File: src/rtl/cmb_pkg.sv
// Shared encodings for the CMB board counter blocks.
package cmb_pkg;

  typedef enum logic {
    DIR_UP   = 1'b0,
    DIR_DOWN = 1'b1
  } dir_e;

  typedef enum logic {
    MODE_SAT  = 1'b0,
    MODE_WRAP = 1'b1
  } mode_e;

endpackage

File: src/rtl/tick_edge_detect.sv
// Two-flop synchroniser plus a delay flop; emits a one-cycle pulse per rising
// edge of an asynchronous input (slow ticks, push-buttons).
module tick_edge_detect (
  input  logic fpga_clk,
  input  logic sys_init_ctrl,
  input  logic sig_in,
  output logic rise_pulse
);

  logic sync1;
  logic sync2;
  logic delay;

  // NOTE: non-blocking assignments make the three flops sample together;
  // blocking here would collapse the chain into a single stage.
  always_ff @(posedge fpga_clk) begin
    if (sys_init_ctrl) begin
      sync1 <= 1'b0;
      sync2 <= 1'b0;
      delay <= 1'b0;
    end else begin
      sync1 <= sig_in;
      sync2 <= sync1;
      delay <= sync2;
    end
  end

  assign rise_pulse = sync2 & ~delay;

endmodule

File: src/rtl/led_tick_counter.sv
// Up/down tick counter driving an LED bank, with wrap/saturate, clamped
// parallel load and a registered terminal-count pulse.
module led_tick_counter
  import cmb_pkg::*;
#(
  parameter int               WIDTH     = 8,
  parameter logic [WIDTH-1:0] MAX_COUNT = {WIDTH{1'b1}}
) (
  input  logic             fpga_clk,
  input  logic             sys_init_ctrl,
  input  logic             tick_in,
  input  logic             en,
  input  logic             dir,
  input  logic             wrap_en,
  input  logic             load,
  input  logic [WIDTH-1:0] load_val,
  output logic [WIDTH-1:0] led,
  output logic             tc
);

  localparam logic [WIDTH-1:0] ONE  = WIDTH'(1);
  localparam logic [WIDTH-1:0] ZERO = '0;

  logic             tick;
  logic             at_term;
  logic             wrap;
  logic [WIDTH-1:0] next_led;
  logic             next_tc;

  tick_edge_detect u_tick_edge (
    .fpga_clk      (fpga_clk),
    .sys_init_ctrl (sys_init_ctrl),
    .sig_in        (tick_in),
    .rise_pulse    (tick)
  );

  assign wrap    = (wrap_en == MODE_WRAP);
  assign at_term = (dir == DIR_UP) ? (led == MAX_COUNT) : (led == ZERO);

  // NOTE: every output gets a default before the branches so no path leaves
  // it unassigned, which would otherwise infer a latch.
  always_comb begin
    next_led = led;
    next_tc  = 1'b0;
    if (load) begin
      next_led = (load_val > MAX_COUNT) ? MAX_COUNT : load_val;
    end else if (tick && en) begin
      next_tc = at_term;
      if (dir == DIR_UP) begin
        if (at_term) next_led = wrap ? ZERO : led;
        else         next_led = led + ONE;
      end else begin
        if (at_term) next_led = wrap ? MAX_COUNT : led;
        else         next_led = led - ONE;
      end
    end
  end

  always_ff @(posedge fpga_clk) begin
    if (sys_init_ctrl) begin
      led <= ZERO;
      tc  <= 1'b0;
    end else begin
      led <= next_led;
      tc  <= next_tc;
    end
  end

endmodule

File: config.mk
export PLATFORM = sky130hd
export DESIGN_NAME = led_tick_counter
export DESIGN_NICKNAME = d
export VERILOG_FILES = /design/src/rtl/cmb_pkg.sv /design/src/rtl/tick_edge_detect.sv /design/src/rtl/led_tick_counter.sv
export SDC_FILE = /design/constraint.sdc
export NUM_CORES = 1
export LEC_CHECK = 0
export CORE_ASPECT_RATIO = 1.1
export CORE_MARGIN = 4
export CORE_UTILIZATION = 23
export CTS_CLUSTER_SIZE = 16
export DETAILED_ROUTE_END_ITERATION = 10
export SLEW_MARGIN = 0
export SYNTH_ARGS = -nofsm -noshare
export SYNTH_HDL_FRONTEND = slang
export SYNTH_SLANG_ARGS = --single-unit
export TNS_END_PERCENT = 1
File: constraint.sdc
create_clock -name fpga_clk -period 6.41 [get_ports fpga_clk]
set_input_delay 1.282 -clock fpga_clk [delete_from_list [all_inputs] [get_ports fpga_clk]]
set_output_delay 1.282 -clock fpga_clk [all_outputs]
set_load 0.02 [all_outputs]
==> impl_metrics.ini <==
[status]
run_status = finished clean

[cts]
cts_buffer_depth = 2
clk_pin_slew_worst_paths_ps = 50
holdBufCountCts = 0
numClockSinks = 12
cts_htree_levels = 1
cts-resized-gates = 0
clk_latency_ps = 240
cts-root-buf = clkbuf_8
cts_setup_buffers = 0
cts_tree = done
cts-buffers-inserted = 3

[floorplanning]
start_util_pct = 24.58
die_x_um = 68.29
ioPinCount = 24
rows = 23
core_um2 = 3741
fp.dieArea_um2 = 5075
die_h_um = 74.32

[cells_and_area]
layout_common_cells = 23 x clkdlybuf4s50_1, 12 x dfxtp_1, 10 x nand2_1
syn_to_final_growth_pct = 33.20
n_fill_cell = 415
nNetsFinal = 155
utilization_pct = 32.74
mostFrequentLayoutCell = clkdlybuf4s50_1
drive_above_1_share_pct = 6.569
n_antenna_cell = 0

[timing]
setup_slack_ps = 3166
clock_skew_ps = 3.798
post-route-min-period_ps = 3244
post-route-period-util_pct = 50.61
setup_viol = 0
timing.fmax_mhz = 308.2
hold_viol = 0
rsz0062_at_grt = false
slew_headroom_pct = 63.46
timing.setup.tns_ps = 0
worstMarginPinSlew_ps = 543.9
slew_violations = 0

[route]
first_pass_iters = 4
num_vias = 1001
drc = 0
drt-total-wl_mm = 2.696
via_per_inst = 5.353
ant_nets = 0
wl_per_cell_um = 14.42
drtIter0Drc = 22

[worst_hold_path]
hold_end = u_tick_edge.sync2
hold_depth = 1
min_from = u_tick_edge.sync1
hp-class = flop to flop

[global_route]
grt_usage_pct = 11.37
gr-total-overflow = 0
grt_pass1_vias = 973
antenna_found_initial = 0
grt_pass1_wl_mm = 4.519
grt_max_degree = 15

[placed_design]
place_hpwl_mm = 2.059
place.gp.congestion = 0.8753
pre_cts_ws_ps = 2954
port-buffer-count = 23

[setup_path]
cp-end-kind = flop
critPathMaxStageDelay_ps = 600
critPathMaxFanout = 13
reg2reg_to = led[1]
cpLargestDelayFamily = simple AND/OR/NAND/NOR gates
critPathLaunchType = input port
reg2reg_from = led[3]
crit_chain = clkdlybuf4s50_1 -> nand2b_1 -> or3_1 -> a21o_1 -> a2111o_1 -> o211ai_2
crit_slowest_cell = clkdlybuf4s50_1
critPathArrivalTime_ps = 3410
r2r_slack_ps = 4120
worstPathRequired_ps = 6570
reg2reg_depth = 5
path_class = input port to flop
path_buf_inv = 1

[synthesis]
synth_cell_types = 45
ys_warn_count = 0
synth_area_um2 = 919.6
yosysSeqAreaShare_pct = 26.12
synth_fp_nets = 135
synthArstFlopShare_pct = 0
synth_edf_count = 0
synth_flop_cell = dfxtp_1
synth-seq-cells = 12
synthCells = 118
post_synth.cell_area_avg_um2 = 7.793

[pwr]
p_leak_nw = 0.4032
pwr_density_cell_nw_per_um2 = 182.4
peakVddDrop_mv = 0.1186
totalPowerFinal_mw = 0.2235

[job]
drv_cap = 0
cells in the mapped netlist, types with 2 or more instances:
cell type / n / share of area (%)
a21oi_1: 8 / 4.4
a31oi_1: 3 / 2.0
a41oi_1: 2 / 1.9
and3_1: 2 / 1.4
clkbuf_1: 5 / 2.0
dfxtp_1: 12 / 26
ha_1: 2 / 2.7
inv_1: 6 / 2.4
nand2_1: 10 / 4.1
nand3_1: 3 / 1.6
nand4_1: 2 / 1.4
nor2_1: 7 / 2.9
nor2b_1: 4 / 2.7
nor3_1: 3 / 1.6
nor4_1: 5 / 3.4
o2111ai_1: 2 / 1.9
o21ai_0: 3 / 1.6
o21bai_1: 4 / 3.3
o31ai_1: 5 / 4.1
or3_1: 2 / 1.4
or4_1: 3 / 2.4
or4_4: 2 / 2.4
through the flow:
step                      hold WS (ps)  instances  cell area [um^2]
final                            446.9        187              1225
after global routing             457.6        187              1225
after CTS                        451.0        187              1225
after detailed placement         427.2        183              1170
after global placement           426.4        183              1170
after floorplan                  413.8        118             919.6
cells by family (layout without fill, tap and decap cells):
group	count (synthesis)	in the layout	synth area share, %
AND/OR/NAND/NOR	48	48	29.52
AO/OA/AOI/OAI	41	41	33.47
buffers and inverters	14	33	7.075
flip-flops	12	12	26.12
adder cells (fa/ha/maj)	2	2	2.721
multiplexers	1	1	1.088
power breakdown:
part,switching [mW],internal (mW)
sequential,0.00941,0.0789
clock,0.0262,0.0541
combinational,0.0272,0.0276
routing by layer:
metal	global-route usage [%]	vias up	wire (um)
met3	0.4532	4	112
met2	19.38	38	1363
met5	0	-	0
met1	14.74	458	1177
li1	-	501	-
met4	5.077	0	42
layout make-up:
class / instances / area [um^2] / share of cell area, %
clock buffer: 4 / 55.05 / 4.494
multi-input combinational: 92 / 614.3 / 50.15
tap: 50 / 62.56 / 5.107
sequential: 12 / 240.2 / 19.61
timing repair buffer: 23 / 230.2 / 18.79
inverter: 6 / 22.52 / 1.839
sequential cells by signal, indices dropped and copies added (netlist names):
| name | cells |
|---|---|
| led | 8 |
| tc | 1 |
| u_tick_edge.delay | 1 |
| u_tick_edge.sync1 | 1 |
| u_tick_edge.sync2 | 1 |
worst reg2reg max path: stages, from the launching register on:
cell and delay (ps):
dfxtp_1 440, or4_4 590, or4_4 470, a21o_1 250, a2111o_1 400, o211ai_2 60
how the worst max path moves through the flow:
stage                     cells past startpoint     end  startpoint
after detailed placement                      6  led[1]         dir
final                                         6  led[1]         dir
after global routing                          6  led[5]         dir
after CTS                                     6  led[1]         dir
after floorplan                               5  led[1]         dir
after global placement                        6  led[2]         dir
(Power assumes the default switching activity.)
